File: config.mk
export PLATFORM = sky130hd
export DESIGN_NAME = alu_seq
export DESIGN_NICKNAME = d
export VERILOG_FILES = /design/src/rtl/alu_pkg.sv /design/src/rtl/alu_shift_step.sv /design/src/rtl/alu_seq.sv
export SDC_FILE = /design/constraint.sdc
export NUM_CORES = 1
export LEC_CHECK = 0
export ABC_AREA = 1
export CORE_ASPECT_RATIO = 0.75
export CORE_UTILIZATION = 64
export CTS_CLUSTER_DIAMETER = 150
export DETAILED_ROUTE_END_ITERATION = 16
export PLACE_DENSITY = 0.94
export SYNTH_ARGS = -nofsm -noshare
export SYNTH_HDL_FRONTEND = slang
export SYNTH_HIERARCHICAL = 1
export SYNTH_SLANG_ARGS = --single-unit
File: constraint.sdc
create_clock -name clk -period 7.3 [get_ports clk]
set_input_delay 1.825 -clock clk [delete_from_list [all_inputs] [get_ports clk]]
set_output_delay 1.825 -clock clk [all_outputs]
set_load 0.02 [all_outputs]
File: src/rtl/alu_pkg.sv
// alu_pkg: shared definitions for the sequential ALU.
//   - Opcode localparams. The top two opcode bits select the class; the low
//     two bits select the operation within the class.
//   - Class field constants (CLS_ARITH, CLS_REL, CLS_SHIFT).
//   - Shift mode encodings, equal to op_code[1:0] of the shift opcodes.
//   - state_t, the control FSM state.
package alu_pkg;

  localparam logic [5:0] OP_ADD = 6'b010000;
  localparam logic [5:0] OP_SUB = 6'b010001;
  localparam logic [5:0] OP_EQ  = 6'b100000;
  localparam logic [5:0] OP_NE  = 6'b100001;
  localparam logic [5:0] OP_LTU = 6'b100010;
  localparam logic [5:0] OP_LTS = 6'b100011;
  localparam logic [5:0] OP_SLL = 6'b110000;
  localparam logic [5:0] OP_SRL = 6'b110001;
  localparam logic [5:0] OP_SRA = 6'b110010;
  localparam logic [5:0] OP_ROR = 6'b110011;

  localparam logic [1:0] CLS_ARITH = 2'b01;
  localparam logic [1:0] CLS_REL   = 2'b10;
  localparam logic [1:0] CLS_SHIFT = 2'b11;

  localparam logic [1:0] SH_SLL = 2'b00;
  localparam logic [1:0] SH_SRL = 2'b01;
  localparam logic [1:0] SH_SRA = 2'b10;
  localparam logic [1:0] SH_ROR = 2'b11;

  typedef enum logic [1:0] {
    IDLE = 2'b00,
    BUSY = 2'b01,
    DONE = 2'b10
  } state_t;

endpackage

File: src/rtl/alu_shift_step.sv
// alu_shift_step: combinational single-step shifter.
// The control FSM feeds its accumulator through this block once per BUSY
// cycle, so it only ever has to move the data by at most SHIFT_STEP bits.
// Ports:
//   data     in   WIDTH          value to shift
//   mode     in   2              SH_SLL / SH_SRL / SH_SRA / SH_ROR
//   amt      in   log2(STEP)+1   bits to shift this step (0..SHIFT_STEP)
//   result   out  WIDTH          shifted value
//   out_bit  out  1              last bit shifted/rotated out (0 if amt = 0);
//                                for ROR this is result[WIDTH-1]
module alu_shift_step
  import alu_pkg::*;
#(
  parameter int WIDTH      = 32,
  parameter int SHIFT_STEP = 1
) (
  input  logic [WIDTH-1:0]            data,
  input  logic [1:0]                  mode,
  input  logic [$clog2(SHIFT_STEP):0] amt,
  output logic [WIDTH-1:0]            result,
  output logic                        out_bit
);

  // One guard bit beyond the data catches the last bit shifted out:
  // above the MSB for left shifts, below the LSB for right shifts.
  logic [WIDTH:0] ext;

  always_comb begin
    ext     = '0;
    result  = data;
    out_bit = 1'b0;
    case (mode)
      SH_SLL: begin
        ext     = {1'b0, data} << amt;
        result  = ext[WIDTH-1:0];
        out_bit = ext[WIDTH];
      end
      SH_SRL: begin
        ext     = {data, 1'b0} >> amt;
        result  = ext[WIDTH:1];
        out_bit = ext[0];
      end
      SH_SRA: begin
        ext     = $signed({data, 1'b0}) >>> amt;
        result  = ext[WIDTH:1];
        out_bit = ext[0];
      end
      default: begin
        // ROR; a shift by WIDTH (amt = 0) yields 0, so the OR is still exact.
        result  = (data >> amt) | (data << (WIDTH - int'(amt)));
        out_bit = result[WIDTH-1];
      end
    endcase
  end

endmodule

File: src/rtl/alu_seq.sv
// alu_seq: handshaked sequential ALU.
// Arithmetic and relational ops finish in one registered cycle; shifts and
// rotates iterate SHIFT_STEP bits per BUSY cycle through alu_shift_step.
// Optional feature macro: ALU_SEQ_OVF_EN enables the signed-overflow flag v
// for ADD/SUB; without it v is constantly 0.
// Handshake: an op is taken when in_valid && in_ready (in_ready is high only
// in IDLE and never during reset). A result is presented with out_valid and
// every output held stable until out_valid && out_ready; then the block
// returns to IDLE, so a new op is accepted no earlier than the next cycle.
// Ports:
//   clk, rst         clock, synchronous active-high reset
//   in_valid/ready   issue handshake
//   op_code, a, b    operation and operands (shift amount = b[log2(WIDTH)-1:0])
//   c_in             carry-in (ADD) / borrow-in (SUB)
//   out_valid/ready  result handshake
//   ans              result
//   c_out            carry / borrow / last bit shifted out
//   z, n, v, err     zero, negative, signed overflow, illegal opcode
module alu_seq
  import alu_pkg::*;
#(
  parameter int WIDTH      = 32,
  parameter int SHIFT_STEP = 1
) (
  input  logic             clk,
  input  logic             rst,
  input  logic             in_valid,
  output logic             in_ready,
  input  logic [5:0]       op_code,
  input  logic [WIDTH-1:0] a,
  input  logic [WIDTH-1:0] b,
  input  logic             c_in,
  output logic             out_valid,
  input  logic             out_ready,
  output logic [WIDTH-1:0] ans,
  output logic             c_out,
  output logic             z,
  output logic             n,
  output logic             v,
  output logic             err
);

  localparam int SW = $clog2(WIDTH);
  localparam int AW = $clog2(SHIFT_STEP) + 1;
  localparam int EW = WIDTH + 1;

  state_t state, next_state;

  logic [WIDTH-1:0] acc;   // shift accumulator
  logic [SW-1:0]    rem;   // bits still to shift
  logic [1:0]       mode;  // captured shift mode

  logic [SW-1:0]    amt_in;
  logic             accept;
  logic             legal;
  logic             shift_nz;

  logic [EW-1:0]    sum_ext;
  logic [EW-1:0]    diff_ext;
  logic [WIDTH-1:0] imm_ans;
  logic             imm_c;
  logic             imm_v;
  logic             imm_err;

  logic [AW-1:0]    step;
  logic             last_step;
  logic [WIDTH-1:0] sh_res;
  logic             sh_bit;

  assign amt_in = b[SW-1:0];
  assign accept = in_valid && in_ready;

  always_comb begin
    legal = 1'b0;
    case (op_code)
      OP_ADD, OP_SUB, OP_EQ, OP_NE, OP_LTU, OP_LTS,
      OP_SLL, OP_SRL, OP_SRA, OP_ROR: legal = 1'b1;
      default: legal = 1'b0;
    endcase
  end

  // Zero-amount shifts skip BUSY and finish like a one-cycle op.
  assign shift_nz = legal && (op_code[5:4] == CLS_SHIFT) && (amt_in != '0);

  // Single-cycle result, used for everything that does not enter BUSY.
  always_comb begin
    sum_ext  = {1'b0, a} + {1'b0, b} + EW'(c_in);
    // The extra top bit of the difference is the unsigned borrow.
    diff_ext = {1'b0, a} - {1'b0, b} - EW'(c_in);
    imm_ans  = '0;
    imm_c    = 1'b0;
    imm_v    = 1'b0;
    imm_err  = 1'b0;
    case (op_code)
      OP_ADD: begin
        imm_ans = sum_ext[WIDTH-1:0];
        imm_c   = sum_ext[WIDTH];
`ifdef ALU_SEQ_OVF_EN
        imm_v   = (a[WIDTH-1] == b[WIDTH-1]) && (sum_ext[WIDTH-1] != a[WIDTH-1]);
`endif
      end
      OP_SUB: begin
        imm_ans = diff_ext[WIDTH-1:0];
        imm_c   = diff_ext[WIDTH];
`ifdef ALU_SEQ_OVF_EN
        imm_v   = (a[WIDTH-1] != b[WIDTH-1]) && (diff_ext[WIDTH-1] != a[WIDTH-1]);
`endif
      end
      OP_EQ:  imm_ans = WIDTH'(a == b);
      OP_NE:  imm_ans = WIDTH'(a != b);
      OP_LTU: imm_ans = WIDTH'(a < b);
      OP_LTS: imm_ans = WIDTH'($signed(a) < $signed(b));
      OP_SLL, OP_SRL, OP_SRA, OP_ROR: imm_ans = a;  // only reached with amount 0
      default: imm_err = 1'b1;
    endcase
  end

  // Per-cycle step size: min(rem, SHIFT_STEP).
  always_comb begin
    if (int'(rem) > SHIFT_STEP) begin
      step      = AW'(SHIFT_STEP);
      last_step = 1'b0;
    end else begin
      step      = AW'(rem);
      last_step = 1'b1;
    end
  end

  alu_shift_step #(
    .WIDTH      (WIDTH),
    .SHIFT_STEP (SHIFT_STEP)
  ) u_shift_step (
    .data    (acc),
    .mode    (mode),
    .amt     (step),
    .result  (sh_res),
    .out_bit (sh_bit)
  );

  // FSM state register.
  always_ff @(posedge clk) begin
    if (rst) state <= IDLE;
    else     state <= next_state;
  end

  // FSM next state and handshake outputs.
  always_comb begin
    next_state = state;
    in_ready   = 1'b0;
    out_valid  = 1'b0;
    case (state)
      IDLE: begin
        in_ready = !rst;
        if (in_valid && !rst) next_state = shift_nz ? BUSY : DONE;
      end
      BUSY: begin
        if (last_step) next_state = DONE;
      end
      DONE: begin
        out_valid = 1'b1;
        if (out_ready) next_state = IDLE;
      end
      default: next_state = IDLE;
    endcase
  end

  // Datapath and result registers. Results only change on the way into DONE,
  // so they stay put through DONE and keep their value in IDLE/BUSY.
  always_ff @(posedge clk) begin
    if (rst) begin
      acc   <= '0;
      rem   <= '0;
      mode  <= '0;
      ans   <= '0;
      c_out <= 1'b0;
      z     <= 1'b0;
      n     <= 1'b0;
      v     <= 1'b0;
      err   <= 1'b0;
    end else begin
      case (state)
        IDLE: begin
          if (accept) begin
            if (shift_nz) begin
              acc  <= a;
              rem  <= amt_in;
              mode <= op_code[1:0];
            end else begin
              ans   <= imm_ans;
              c_out <= imm_c;
              z     <= (imm_ans == '0);
              n     <= imm_ans[WIDTH-1];
              v     <= imm_v;
              err   <= imm_err;
            end
          end
        end
        BUSY: begin
          acc <= sh_res;
          rem <= rem - SW'(step);
          if (last_step) begin
            ans   <= sh_res;
            c_out <= sh_bit;
            z     <= (sh_res == '0);
            n     <= sh_res[WIDTH-1];
            v     <= 1'b0;
            err   <= 1'b0;
          end
        end
        default: ;
      endcase
    end
  end

endmodule

# Yosys cells after proc, flatten, opt, wreduce, memory -nomap -nowiden
# Index checks and enable logic that the tools add are counted.
[word_totals]
ff_bits = 78
output_inout_bits = 39
[classes]
n_reduce_logical = 17
order_cmp = 3
n_eq_ne = 23
mux = 43
add_sub_neg = 6
bitwise_logic = 1
shifts = 5
[ops]
columns = ["op", "n"]
rows = [
  ["$pmux 32 s7", 1],
  ["$mux 32", 5],
  ["$pmux 32 s2", 2],
  ["$pmux 32 s3", 1],
  ["$logic_not 32->1", 2],
  ["$lt 32x32->1", 2],
  ["$eq 6x6->1 const B", 8],
  ["$add 32x32->33", 1],
  ["$add 33x1->33", 1],
  ["$shl 32x1->33", 1],
  ["$shr 33x1->33", 1],
  ["$sshr 33x1->33", 1],
  ["$sub 32x32->33", 1],
  ["$sub 33x1->33", 1],
  ["$eq 32x32->1", 1],
  ["$ne 32x32->1", 1],
  ["$or 32x32->32", 1],
  ["$shl 32x32->32", 1],
  ["$shr 32x1->32", 1],
  ["$mux 1", 19],
  ["$eq 6x5->1 const B", 2],
  ["$ne 2x2->1 const B", 6],
  ["$pmux 1 s2", 6],
  ["$mux 5", 2],
  ["18 further kinds", 30],
]

# Depth between registers and ports, before layout
[logic_depth]
word_depth = 9
depth_mapped = 23
ltp_nobuf = 22

# Hierarchy
# The synthesis kept the hierarchy.
[by_module_without_submodules]
columns = ["module", "cells_each", "seq_area_each_um2", "area_per_inst_um2", "instances"]
rows = [
  ["alu_seq", 1835, 1521.5, 10349.9, 1],
  ["alu_shift_step", 201, 0.0, 958.4, 1],
]

# Least setup slack after synthesis
# Ideal clock, no wire load.
[synth_path]
path_kind = "input to output"
from = "input port rst"
to = "output port in_ready"
slack_ns = 3.185
path_stages = 2
required_ns = 5.475
arrival_ns = 2.290
cell_sequence = "clkbuf_1 -> nor2_1"
[synth_between]
elab_chain_len = 2
[synth_lines]
columns = ["element", "line", "text"]
rows = [
  ["start: declaration", "alu_seq.sv:26", "input logic rst,"],
  ["$logic_not 1->1", "alu_seq.sv:153", "in_ready = !rst;"],
  ["$mux 1", "alu_seq.sv:151", "case (state)"],
  ["end: declaration", "alu_seq.sv:28", "output logic in_ready,"],
]
# No other way between the ends.

# Worst setup path in the final report
[layout_path]
from = "input port a[7]"
to = "register z"
[layout_between]
elab_chain_len = 7
elab_cells_between_ends = 13
[layout_lines]
columns = ["element", "line", "text"]
rows = [
  ["start: declaration", "alu_seq.sv:30", "input logic [WIDTH-1:0] a,"],
  ["$sub 32x32->33 or $add 32x32->33 (tied branches)", "alu_seq.sv:89, alu_seq.sv:87", ""],
  ["$sub 33x1->33 or $add 33x1->33 (tied branches)", "alu_seq.sv:89, alu_seq.sv:87", ""],
  ["$pmux 32 s7 (*)", "alu_seq.sv:94", "case (op_code)"],
  ["$logic_not 32->1 (*)", "alu_seq.sv:191", "z <= (imm_ans == '0);"],
  ["$mux 1 (*)", "alu_seq.sv:184", "if (shift_nz) begin"],
  ["$mux 1 (*)", "alu_seq.sv:183", "if (accept) begin"],
  ["$pmux 1 s2 (*)", "alu_seq.sv:181", "case (state)"],
  ["end signal: assignment", "alu_seq.sv:191", ""],
  ["end signal: assignment", "alu_seq.sv:204", "z <= (sh_res == '0);"],
  ["end: declaration", "alu_seq.sv:37", "output logic z,"],
]
# Every way passes the cells marked *; elsewhere a longest branch is shown, timed or not. The select of a mux whose other input is x is not followed.
# A chain may end at the register's enable or synchronous reset.

==> impl_results.md <==
- Outcome: finished, final reports clean
- R2r worst-path depth: 11
- Final hold viol count: 0
- Period utilization: 71.3%
- Die height: approximately 120 microns
- Max cap viols: 0
- Max Freq: a little under 200 MHz
- Clock Skews: 0.00972 ns
- Area growth syn-to-layout: 13.2%
- Ports: around 110
- CP dominant cell by count: nand2_1
- Critical R2R Capture: z$_SDFFE_PP0P_
- Simple-Gate Fraction of Synth Area: 40.6%
- Reg2reg setup slack: approximately 3.3 ns
- Top_reg_cell synth: dfxtp_1
- CP Class: primary input to register
- Via count: 13896
- RD Place Congestion: between 1 and 1.5
- Antenna violations before repair: 1
- CTS sink cnt: 76
- Synth Warn #: 6
- Largest net degree at the start of global routing: 73
- First-pass detailed-route iteration total: 8
- Maximum vdd drop: 129 uV
- Avg Cell Area, Syn: 5.55 sq um
- Multi-input logic area: 8170 sq um
- Post-synthesis async set-or-reset flop share: 0%
- Seq/Total Area, Yosys: roughly 13%
- Clk slew on worst S/H paths: roughly 0.06 ns
- Register area: 1520 sq um
- CTS tree: done
- Vias in the first global route: 12291
- Dpl hpwl: 32400 microns
- DRC violations left: 0
- Slew HR: around a quarter
- Final setup fails: 0
- Share of cells above drive strength 1: about 4.6%
- Adder-cell share of the synthesized area: around 15%
- Clock Latency Late Sink: roughly 0.33 ns
- # rows: around 40
- Crit path launch: a[7]
- Final TNS setup: 0 ns
- Startpoint Class: primary input
- Critical Path RT: roughly 7.6 ns
- Setup ws final: ~2.1 ns
- Synth Register Bits: 76
- Die area: 18200 sq um
- Cell area after synthesis: 11300 sq um
- EDFF count, synth: 0
- Min Tclk post-route: 5.21 ns
- Via density: 5.92
- Count of cell types in the netlist: 41
- Top cell type's share of synthesized area: 22.8%
- Slowest-stage cell, CP: clkdlybuf4s50_1
- Post-CTS Setup Bufs: 0
- ANT cells: 0
- Worst Setup End Kind: register
- CP arrival: around 5.5 ns
- Gr ovfl total: 0
- CTS buffer count: 9
- CP peak stage delay: between 0.6 and 0.7 ns
- Depth of the CTS H-tree: 3
- DR WL/cell: about 17 microns
- Clock Tree Root: clkbuf_16
- Worst-Margin Slew: 1.10 ns
- Static leakage: 6.89 nW
- Crit path max-delay family: simple AND/OR/NAND/NOR gates
- First-pass GRT wire length: 63300 microns
- XOR/XNOR Fraction of Synth Area: 0.155%
- CP cell instances: clkdlybuf4s50_1, inv_1, ha_1, inv_1, ha_1, nand2_1, nand2_1, a21oi_1, nand2_2, nand3_1, nand2_1, nand2_1, nand2_1, or2_0, nand2_1, nand3_1, nor2_1, nand2_1, nor2_1, nand2_1, a21oi_1
- Largest family of logic cells by synthesized area: simple AND/OR/NAND/NOR gates
- PwrDens: 134 nW/um^2
- Post-cts sizing count: 0
- Post-placement setup slack: slightly below 2 ns
- Worst r2r src: rem[3]$_SDFFE_PP0P_
- Antenna viol nets, final: 0
- Post-synthesis compound-gate area fraction: 16.6%
- Final wirelength: 40800 microns
- Hold WC Path Type: register to register
- Starting Density: 66.4%
- Max Root-Sink Buffers: 2
- Core area: 17000 sq um
- CTS Hold Bufs: 0
- Non-filler cells, final: 2348
- Fin. max-slew vios: 0
- Initial DRC count: between 2000 and 2500
- GRT Overall Usage: 44.5%
- Mapped Cells: between 2000 and 2500
- CP Buf/Inv Count: 3
- RSZ-0062 raised after global routing: false
- Crit Path Max Fanout: 7
- Synth area leaders: nand2_1 23%, ha_1 14%, dfxtp_1 13%, inv_1 11%, nand3_1 6.2%
- Total chip power: 1.72 mW
- Cell count after placement: approximately 2300
- Cell taking the most area after synthesis: nand2_1
- Critical path depth: 21
- Die width: 155 microns
- Multiplexer area fraction after synthesis: 0%
- Critical path capture point: z$_SDFFE_PP0P_
- # fillers: 1463
- Port Buffers: 112
- Nets: 2312
- Synthesized Nets: 2241
-- where the power goes --
group	internal, mW	leakage, nW	switching, mW
Combinational	0.272	6.12	0.526
Clock	0.299	0.149	0.179
Sequential	0.432	0.618	0.0123
-- registers in the layout (all words and copies together), names as in the netlist --
signal  cells
err         1
z           1
c_out       1
rem         5
mode        2
acc        32
state       2
n           1
ans        31
-- metrics by stage --
| stage | instance area [sq um] | utilization, % | hold WS (ns) |
|---|---|---|---|
| after floorplan | 11300 | - | 0.465 |
| after global placement | 12500 | 73.3 | 0.484 |
| after detailed placement | 12500 | 73.3 | 0.511 |
| after CTS | 12800 | 75.1 | 0.519 |
| after global routing | 12800 | 75.1 | 0.551 |
| final | 12800 | 75.1 | 0.519 |
-- cells in the final DEF (no fill, tap or decap), types with 15 or more instances in the layout --
cell type | netlist | routed
nor3_1 | 15 | 15
ha_1 | 126 | 126
inv_1 | 340 | 340
dfxtp_1 | 76 | 76
nor2_1 | 173 | 170
clkdlybuf4s50_1 | 0 | 112
inv_2 | 15 | 15
a31oi_1 | 66 | 66
a21oi_1 | 76 | 76
nand3_1 | 141 | 141
o21ai_0 | 120 | 120
nand2_1 | 687 | 687
nand4_1 | 20 | 20
-- cell usage after synthesis, types with 17 or more instances --
library cell / number
clkbuf_1: 24
a21oi_1: 76
ha_1: 126
inv_1: 340
buf_2: 17
nor2_1: 173
dfxtp_1: 76
a31oi_1: 66
o21ai_0: 120
nand4_1: 20
nand2_1: 687
nand3_1: 141
-- worst min-delay path, cell delays in order, from the launching register on --
cell	delay, ns
dfxtp_1	0.32
nor2_1	0.10
a211oi_1	0.05
-- how the worst min path moves through the flow --
stage | startpoint | to | depth (start not counted) | slack [ns]
2_1_floorplan | rem[1]$_SDFFE_PP0P_ | rem[1]$_SDFFE_PP0P_ | 2 | 0.46
3_3_place_gp | err$_SDFFE_PP0P_ | err$_SDFFE_PP0P_ | 2 | 0.48
3_5_place_dp | err$_SDFFE_PP0P_ | err$_SDFFE_PP0P_ | 2 | 0.51
4_1_cts | err$_SDFFE_PP0P_ | err$_SDFFE_PP0P_ | 2 | 0.52
5_1_grt | rem[1]$_SDFFE_PP0P_ | rem[1]$_SDFFE_PP0P_ | 2 | 0.55
6_report | err$_SDFFE_PP0P_ | err$_SDFFE_PP0P_ | 2 | 0.52
-- metal layers --
layer	vias up	global-route usage, %	share of wire (%)
met1	6064	57.8	40
met3	182	9.90	13
met2	1043	69.7	41
met5	-	0	0
met4	0	23.1	5.8
li1	6607	-	-
-- logic make-up (layout without fill, tap and decap cells) --
kind of cell | count (synthesis) | in the layout
buf+inv | 412 | 488
compound gates | 318 | 318
xor+xnor | 2 | 2
simple gates | 1097 | 1097
other cells | 1 | 1
flops | 76 | 76
fa+ha+maj | 130 | 130
-- layout make-up --
cell class	instances	share of cell area, %
clock buffers	10	1.79
inverters	355	10.4
clock inverters	6	0.694
multi-input cells	1548	63.9
well taps	236	2.31
repair buffers	117	9.05
flip-flops and latches	76	11.9
Power figures use the tool's default switching activity.
